--- config.mk ---
export PLATFORM = sky130hd
export DESIGN_NAME = load_store_unit
export DESIGN_NICKNAME = d
export VERILOG_FILES = /design/src/rtl/load_store_unit_pkg.sv /design/src/rtl/lsu_align.sv /design/src/rtl/load_store_unit.sv
export SDC_FILE = /design/constraint.sdc
export NUM_CORES = 1
export LEC_CHECK = 0
export CORE_MARGIN = 3
export CORE_UTILIZATION = 50
export CTS_BUF_LIST = sky130_fd_sc_hd__clkbuf_4
export DETAILED_ROUTE_END_ITERATION = 8
export PLACE_DENSITY_LB_ADDON = 0.08
export RECOVER_POWER = 100
export SETUP_SLACK_MARGIN = 0.3
export SYNTH_ARGS = -nofsm -noshare
export SYNTH_HDL_FRONTEND = slang
export SYNTH_HIERARCHICAL = 1
export SYNTH_SLANG_ARGS = --single-unit
--- constraint.sdc ---
create_clock -name clk -period 6 [get_ports clk]
set_clock_uncertainty 0.1 [all_clocks]
set_input_delay 1.8 -clock clk [delete_from_list [all_inputs] [get_ports clk]]
set_output_delay 1.8 -clock clk [all_outputs]
set_load 0.05 [all_outputs]
--- src/rtl/load_store_unit_pkg.sv ---
`default_nettype none
// ============================================================================
// Module   : load_store_unit_pkg
// Desc     : Shared mem-op codes, error codes, FSM states and the start-time
//            legality/alignment check for the load/store unit.
// Revision : 1.0  initial release
// ============================================================================
package load_store_unit_pkg;

  localparam logic [2:0] MEM_LB  = 3'b001;
  localparam logic [2:0] MEM_LH  = 3'b010;
  localparam logic [2:0] MEM_LW  = 3'b011;
  localparam logic [2:0] MEM_LBU = 3'b101;

  localparam logic [1:0] c_err_ok       = 2'b00;
  localparam logic [1:0] c_err_misalign = 2'b01;
  localparam logic [1:0] c_err_illegal  = 2'b10;
  localparam logic [1:0] c_err_timeout  = 2'b11;

  typedef enum logic [1:0] {
    ST_IDLE   = 2'd0,
    ST_ACCESS = 2'd1,
    ST_DONE   = 2'd2
  } lsu_state_t;

  // Classify an access at start time. Illegal op wins over misalignment;
  // an unsigned-byte store has no meaning and is treated as illegal.
  function automatic logic [1:0] check_access(input logic [2:0] op,
                                              input logic       write,
                                              input logic [1:0] addr_lo);
    logic legal;
    legal = (op == MEM_LB) || (op == MEM_LH) || (op == MEM_LW) || (op == MEM_LBU);
    if (!legal || (write && (op == MEM_LBU))) return c_err_illegal;
    if ((op == MEM_LH) && addr_lo[0])          return c_err_misalign;
    if ((op == MEM_LW) && (addr_lo != 2'b00))  return c_err_misalign;
    return c_err_ok;
  endfunction

endpackage
`default_nettype wire

--- src/rtl/lsu_align.sv ---
`default_nettype none
// ============================================================================
// Module   : lsu_align
// Desc     : Combinational lane logic: byte enables and store replication for
//            the outgoing request, lane extract and sign/zero extend for loads.
// Revision : 1.0  initial release
// ============================================================================
module lsu_align
  import load_store_unit_pkg::*;
(
  input  logic [2:0]  i_mem_op,
  input  logic [1:0]  i_addr_lo,
  input  logic [31:0] i_wdata,
  input  logic [31:0] i_rdata,
  output logic [3:0]  o_be,
  output logic [31:0] o_wdata,
  output logic [31:0] o_rdata
);

  logic [31:0] w_lane;

  // Size-dependent lane selection; unknown ops produce an all-zero request.
  always_comb begin
    w_lane  = i_rdata >> {i_addr_lo, 3'b000};
    o_be    = 4'b0000;
    o_wdata = '0;
    o_rdata = '0;
    case (i_mem_op)
      MEM_LB, MEM_LBU: begin
        o_be    = 4'b0001 << i_addr_lo;
        o_wdata = {4{i_wdata[7:0]}};
        o_rdata = (i_mem_op == MEM_LB) ? {{24{w_lane[7]}}, w_lane[7:0]}
                                       : {24'h000000, w_lane[7:0]};
      end
      MEM_LH: begin
        o_be    = i_addr_lo[1] ? 4'b1100 : 4'b0011;
        o_wdata = {2{i_wdata[15:0]}};
        o_rdata = {{16{w_lane[15]}}, w_lane[15:0]};
      end
      MEM_LW: begin
        o_be    = 4'b1111;
        o_wdata = i_wdata;
        o_rdata = i_rdata;
      end
      default: ;
    endcase
  end

endmodule
`default_nettype wire

--- src/rtl/load_store_unit.sv ---
`default_nettype none
// ============================================================================
// Module   : load_store_unit
// Desc     : Multi-cycle data-memory access stage. Captures the request on
//            start, issues one word-aligned access, waits for ack or timeout,
//            and returns aligned load data with a one-cycle done pulse.
// Revision : 1.0  initial release
// ============================================================================
module load_store_unit
  import load_store_unit_pkg::*;
#(
  parameter int TIMEOUT_CYCLES = 15
) (
  input  logic        clk,
  input  logic        rst,
  input  logic        start,
  input  logic [2:0]  mem_op,
  input  logic        mem_write,
  input  logic [31:0] addr,
  input  logic [31:0] wdata,
  output logic        busy,
  output logic        done,
  output logic [31:0] rdata,
  output logic [1:0]  err,
  output logic        dmem_req,
  output logic        dmem_we,
  output logic [3:0]  dmem_be,
  output logic [31:0] dmem_addr,
  output logic [31:0] dmem_wdata,
  input  logic        dmem_ack,
  input  logic [31:0] dmem_rdata
);

  // Counter value on the last ACCESS cycle before giving up.
  localparam logic [7:0] c_tmo_last = 8'(TIMEOUT_CYCLES - 1);

  lsu_state_t  r_state;
  lsu_state_t  w_state_next;
  logic [2:0]  r_op;
  logic        r_write;
  logic [31:0] r_addr;
  logic [31:0] r_wdata;
  logic [7:0]  r_tmo_cnt;
  logic [31:0] r_rdata;
  logic [1:0]  r_err;
  logic [1:0]  w_start_err;
  logic        w_timeout;
  logic [3:0]  w_be;
  logic [31:0] w_wdata_rep;
  logic [31:0] w_load_data;

  assign w_start_err = check_access(mem_op, mem_write, addr[1:0]);
  assign w_timeout   = (r_tmo_cnt == c_tmo_last);

  lsu_align u_align (
    .i_mem_op  (r_op),
    .i_addr_lo (r_addr[1:0]),
    .i_wdata   (r_wdata),
    .i_rdata   (dmem_rdata),
    .o_be      (w_be),
    .o_wdata   (w_wdata_rep),
    .o_rdata   (w_load_data)
  );

  // State register.
  always_ff @(posedge clk) begin
    if (rst) r_state <= ST_IDLE;
    else     r_state <= w_state_next;
  end

  // Next-state logic; errors found at start skip the memory access entirely.
  always_comb begin
    w_state_next = r_state;
    case (r_state)
      ST_IDLE:   if (start) w_state_next = (w_start_err != c_err_ok) ? ST_DONE : ST_ACCESS;
      ST_ACCESS: if (dmem_ack || w_timeout) w_state_next = ST_DONE;
      ST_DONE:   w_state_next = ST_IDLE;
      default:   w_state_next = ST_IDLE;
    endcase
  end

  // Request capture, timeout counting and result registers. Ack takes
  // priority over timeout when both land on the same edge.
  always_ff @(posedge clk) begin
    if (rst) begin
      r_op      <= '0;
      r_write   <= 1'b0;
      r_addr    <= '0;
      r_wdata   <= '0;
      r_tmo_cnt <= '0;
      r_rdata   <= '0;
      r_err     <= c_err_ok;
    end else begin
      case (r_state)
        ST_IDLE: begin
          if (start) begin
            r_op      <= mem_op;
            r_write   <= mem_write;
            r_addr    <= addr;
            r_wdata   <= wdata;
            r_tmo_cnt <= '0;
            r_rdata   <= '0;
            r_err     <= w_start_err;
          end
        end
        ST_ACCESS: begin
          if (dmem_ack) begin
            if (!r_write) r_rdata <= w_load_data;
            r_err <= c_err_ok;
          end else if (w_timeout) begin
            r_err <= c_err_timeout;
          end else begin
            r_tmo_cnt <= r_tmo_cnt + 8'd1;
          end
        end
        default: ;
      endcase
    end
  end

  assign busy       = (r_state != ST_IDLE);
  assign done       = (r_state == ST_DONE);
  assign dmem_req   = (r_state == ST_ACCESS);
  assign dmem_we    = (r_state == ST_ACCESS) && r_write;
  assign dmem_be    = (r_state == ST_ACCESS) ? w_be : 4'b0000;
  assign dmem_addr  = {r_addr[31:2], 2'b00};
  assign dmem_wdata = w_wdata_rep;
  assign rdata      = r_rdata;
  assign err        = r_err;

endmodule
`default_nettype wire
==> results of run 1 <==
## metrics by stage
step	hold slack, ns	utilization
finish	0.361	0.681
global route	0.376	0.681
floorplan	0.333	-
CTS	0.367	0.682
detailed placement	0.346	0.673
global placement	0.341	0.673
## per-layer routing
metal | track usage | share of wire
met4 | 0.103 | 0.027
met1 | 0.298 | 0.40
met5 | 0 | 0
met2 | 0.425 | 0.49
met3 | 0.0637 | 0.082
## final timing paths
check,cells after the start,startpoint,endpoint
setup / recovery,6,start,r_wdata[6]
hold / removal,2,r_addr[12],r_addr[12]
setup reg to reg,5,r_state[0],r_wdata[6]
hold reg to reg,2,r_addr[12],r_addr[12]
## state kept, by name (all words and copies together) (netlist names)
signal     count
r_tmo_cnt      8
r_addr        32
err            2
rdata         32
r_op           3
r_write        1
r_state        2
r_wdata       32
## power by group through the flow
| stage | Sequential [mW] | Combinational, mW | Clock [mW] |
|---|---|---|---|
| 6_report | 0.810 | 0.451 | 0.323 |
| 5_1_grt | 0.816 | 0.483 | 0.365 |
| 4_1_cts | 0.811 | 0.461 | 0.336 |
| 3_5_place_dp | 0.827 | 0.459 | 0 |
| 3_3_place_gp | 0.824 | 0.453 | 0 |
| 2_1_floorplan | 0.824 | 0.315 | 0 |
## cell type report
cell class | instances | area (um^2) | share of cell area
clock inverter | 5 | 25.0 | 0.00321
tap | 143 | 179 | 0.0229
timing repair buffer | 214 | 2120 | 0.271
inverter | 4 | 15.0 | 0.00192
clock buffer | 10 | 75.1 | 0.00962
sequential | 112 | 2240 | 0.287
multi-input combinational | 544 | 3150 | 0.404
## critical path: stages
cell           delay (ns)
dlygate4sd3_1        0.55
o21bai_1             0.45
or2_0                1.80
clkbuf_2             0.72
nand2_1              0.11
a21oi_1              0.18
## cell usage after synthesis, types with 2 or more instances
master,number
buf_4,37
buf_2,20
nor3b_2,2
nand2_1,187
dfxtp_1,112
a221o_1,7
clkbuf_1,30
o21ai_0,20
a211oi_2,2
nand3_1,8
inv_1,4
and2_1,45
buf_6,2
nand2b_1,5
o22ai_1,2
or4_1,2
mux2i_1,48
and3b_1,2
nor2_1,44
a22o_1,8
a21oi_1,73
o21bai_1,2
ha_1,2
o211ai_1,22
xnor2_1,3
nor2b_1,10
o2bb2ai_1,7
nor3_1,5
mux2_4,2
mux2_2,7
a22oi_1,8
or3b_1,2
## logic make-up (layout without fill, tap and decap cells)
| logic type | count (synthesis) | count (layout) | synth area share |
|---|---|---|---|
| AND/OR/NAND/NOR | 319 | 319 | 0.245 |
| AO/OA/AOI/OAI | 160 | 160 | 0.176 |
| flip-flops | 112 | 112 | 0.379 |
| buffers and inverters | 93 | 233 | 0.0893 |
| multiplexers | 57 | 57 | 0.0996 |
| XOR/XNOR | 4 | 4 | 0.00592 |
| adder cells (fa/ha/maj) | 2 | 2 | 0.00423 |
| other | 1 | 2 | 0.000634 |
==> results.ini, run 1 <==
[sta]
period_share=0.894
slew_violations=173
tightest_slew_ns=2.40
fin_crit_ns=5.37
hold_viol_final=0
finalSetupViolCount=0
setup-tns-final_ns=0
fin_ws_ns=0.633
fmaxAchievable_ghz=0.186
slew-limit-headroom=-0.601
rsz0062_at_grt=false

[grt]
grt_pass1_wl_mm=26.7
first_global_vias=5601
grt.total_usage=0.249
grt_overflow_total=0
grt_max_degree=109
antenna_found_initial=0

[finish]
n_antenna_cell=0
fin_area_mm2=0.00780
layout_common_cells=nand2_1, dfxtp_1, dlygate4sd3_1
fill_cells=959
finalNetCount=991
drive_gt1_frac=0.0439
final_common_cell=nand2_1
stdcell_count=1032
syn_to_final_growth_pct=32.0

[detailed_routing]
drtIter0Drc=395
vias=5654
drc_errors=0
viasPerCell=5.48
ant_nets=0
routed_wl_mm=16.7
dr.pass1.iters=5
wire_per_inst_um=16.1

[flow_run]
maxCapViolations=3

[clocking]
htreeDepth=3
cts.reportedPaths.clkPinSlew_ns=0.16
cts.path.max_buffers=2
tritoncts=yes
cts.sinks=112
numCtsBuffers=9
clk_latency_ns=0.47
cts-resized-gates=0
clk_root_buffer_cell=clkbuf_4
cts_hold_buffers=0
post_cts_buffers=0

[place]
pre_cts_ws_ns=1.36
portBuffers=207
placed_area_mm2=0.00772
dp.cells=1017
dp_hpwl_mm=12.1
place.gp.congestion=0.854

[worst_setup_path]
critPathMaxFanout=45
crit_arrival_ns=5.63
critPathKind=in -> reg
critPathLaunchType=input port
endpoint_kind=register
rrSetupSlack_ns=1.57
critPathRequiredTime_ns=6.26

[pwr]
net-switching-power_mw=0.540
clkPwrFrac=0.204
switching_share=0.341
total_power_mw=1.58
pwr-share-seq=0.512
p_per_area_mw_per_mm2=203
p_leak_nw=3.21
irDropWorstVdd_mv=0.138
p_int_mw=1.04
p_comb_frac=0.285

[synthesis]
ys_seq_area_frac=0.379
synth_flop_cell=dfxtp_1
synth_top_area_share=0.379
synth_edf_count=0
avgSynthCellArea_um2=7.91
yosys_warnings=6
async_reset_ff_frac=0
ys_top_cells_by_area=dfxtp_1, nand2_1, mux2i_1
netlist_area_mm2=0.00591
synthCells=748
synth_area_leader_cell=dfxtp_1
synth.distinct_cells=50
synth-seq-cells=112

[floorplanning]
core_mm2=0.0115
die_h_um=115
die_x_um=115
io_pins=210
die-area_mm2=0.0132
start_util=0.516
rows=39

[status]
violations=max-capacitance violations, max-slew violations
status=finished, violations left

[worst_hold_path]
min_path_type=reg -> reg

Note: power is estimated with default switching activity, not from simulation.
==> run 2, diff against run 1 <==
- CORE_UTILIZATION: 50 -> 65
- DONT_BUFFER_PORTS: not set -> 1
- GPL_TIMING_DRIVEN: not set -> 0
- clock period: 6 -> 5.6 ns (I/O delays scaled with it)
==> results.ini, run 2 (synthesis results as in run 1) <==
[sta]
fin_ws_ns=0.727  ; +0.0935 ns
hold_viol_final=0  ; unchanged
finalSetupViolCount=0  ; unchanged
rsz0062_at_grt=false
slew-limit-headroom=-0.100  ; +0.500
fmaxAchievable_ghz=0.205
slew_violations=15  ; -91%
period_share=0.870
setup-tns-final_ns=0  ; unchanged
fin_crit_ns=4.87
tightest_slew_ns=1.63  ; -0.767 ns

[worst_setup_path]
crit_arrival_ns=3.09  ; -2.54 ns
crit_chain=clkbuf_1 -> buf_2 -> buf_4 -> mux2i_1 -> o21ai_0
critPathTopFamily=compound AO/OA/AOI/OAI gates
endpoint_kind=output pin
slowest_stage=o21ai_0
critPathLaunchType=register
crit_buf_inv=3  ; +1
critPathMaxFanout=10  ; -78%
crit_path_max_incr_delay_ns=1.19  ; -0.61 ns
rrSetupSlack_ns=2.91  ; +1.34 ns
critPathKind=reg -> out
critPathRequiredTime_ns=3.82  ; -2.44 ns

[detailed_routing]
top_layer=met4
wl_met2_mm=7.51  ; -7.8%
wire_per_inst_um=17.7  ; +9.5%
dr.pass1.iters=6  ; +1
drtIter0Drc=235  ; -41%
vias=5103  ; -9.7%
wl_met3_mm=1.54  ; +13%
routed_wl_mm=15.4  ; -7.3%
drc_errors=0  ; unchanged
ant_nets=0  ; unchanged
viasPerCell=5.85  ; +6.7%
wl_met1_mm=6.03  ; -10%

[worst_hold_path]
min_path_type=reg -> reg

[floorplanning]
io_pins=210  ; unchanged
die-area_mm2=0.0103  ; -22%
start_util=0.675  ; +0.159
rows=34  ; -13%
die_x_um=101  ; -12%
die_h_um=101  ; -12%
core_mm2=0.00876  ; -24%

[clocking]
cts.sinks=112  ; unchanged
cts.path.max_buffers=2  ; unchanged
cts_hold_buffers=0  ; unchanged
cts.reportedPaths.clkPinSlew_ns=0.18  ; +0.02 ns
numCtsBuffers=9  ; unchanged
clk_latency_ns=0.46  ; about the same
htreeDepth=3  ; unchanged
post_cts_buffers=0  ; unchanged
cts-resized-gates=0  ; unchanged
tritoncts=yes
clk_root_buffer_cell=clkbuf_4

[status]
violations=max-capacitance violations, max-slew violations
status=finished, violations left

[place]
dp.cells=857  ; -16%
pre_cts_ws_ns=1.67  ; +0.303 ns
portBuffers=0  ; -100%
dp_hpwl_mm=11.9  ; -1.5%
place.gp.congestion=0.911  ; +6.7%

[finish]
layout_common_cells=nand2_1, dfxtp_1, a21oi_1
fill_cells=773  ; -19%
multi_input_area_mm2=0.00312  ; -0.99%
finalNetCount=866  ; -13%
stdcell_count=873  ; -15%
drive_gt1_frac=0.0693  ; +0.0254
n_antenna_cell=0  ; unchanged
seqCellArea_mm2=0.00224  ; unchanged
syn_to_final_growth_pct=1.69
final_common_cell=nand2_1

[pwr]
p_leak_nw=2.25  ; -30%
p_per_area_mw_per_mm2=271  ; +34%
irDropWorstVdd_mv=0.166  ; +20%

[flow_run]
maxCapViolations=16  ; +13

[grt]
grt_overflow_total=0  ; unchanged
antenna_found_initial=0  ; unchanged
first_global_vias=4923  ; -12%
grt.total_usage=0.291  ; +0.0424
grt_pass1_wl_mm=24.0  ; -10%
grt_max_degree=19  ; -83%

==> run 2: stage by stage <==
step / total power [mW] / hold WS, ns / instance area (um^2) / utilization
2_1_floorplan: 1.22 / 0.333 / 5920 / -
3_3_place_gp: 1.28 / 0.341 / 6050 / 0.691
3_5_place_dp: 1.29 / 0.347 / 6050 / 0.691
4_1_cts: 1.65 / 0.368 / 6170 / 0.704
5_1_grt: 1.71 / 0.393 / 6010 / 0.686
6_report: 1.63 / 0.364 / 6010 / 0.686
==> run 2: per-layer routing <==
metal	global-route usage	vias to the layer above
met1	0.349	2356
li1	-	2517
met3	0.0992	29
met2	0.493	201
met4	0.0900	0
met5	0	-
==> run 2: worst reg2reg max path, stage by stage, from the launching register on <==
cell	delay (ns)
dfxtp_1	0.35
clkbuf_1	0.20
nor2b_1	0.18
clkbuf_1	0.22
a32oi_1	0.63
clkbuf_1	0.38
o211ai_1	0.15
and2_0	0.17
mux2i_1	0.16
nor2_1	0.05
==> run 2: layout make-up <==
| class | instances | share of cell area |
|---|---|---|
| Tap cell | 108 | 0.0225 |
| Inverter | 4 | 0.00250 |
| Multi-Input combinational cell | 544 | 0.519 |
| Clock inverter | 6 | 0.00707 |
| Clock buffer | 10 | 0.0125 |
| Buffer | 89 | 0.0639 |
| Sequential cell | 112 | 0.373 |
==> run 2: report_power, final <==
part	leakage (nW)	internal [mW]	total, mW	switching [mW]
clock network	0.0648	0.0988	0.375	0.276
registers	0.914	0.837	0.875	0.0378
logic	1.27	0.111	0.382	0.272
==> run 2: final timing paths <==
path                                 start        endpoint  depth (start not counted)
worst max register to register     r_op[0]       rdata[20]                          9
worst max-delay path               r_op[0]  dmem_wdata[23]                          5
worst min-delay path            r_addr[15]      r_addr[15]                          2
worst min register to register  r_addr[15]      r_addr[15]                          2
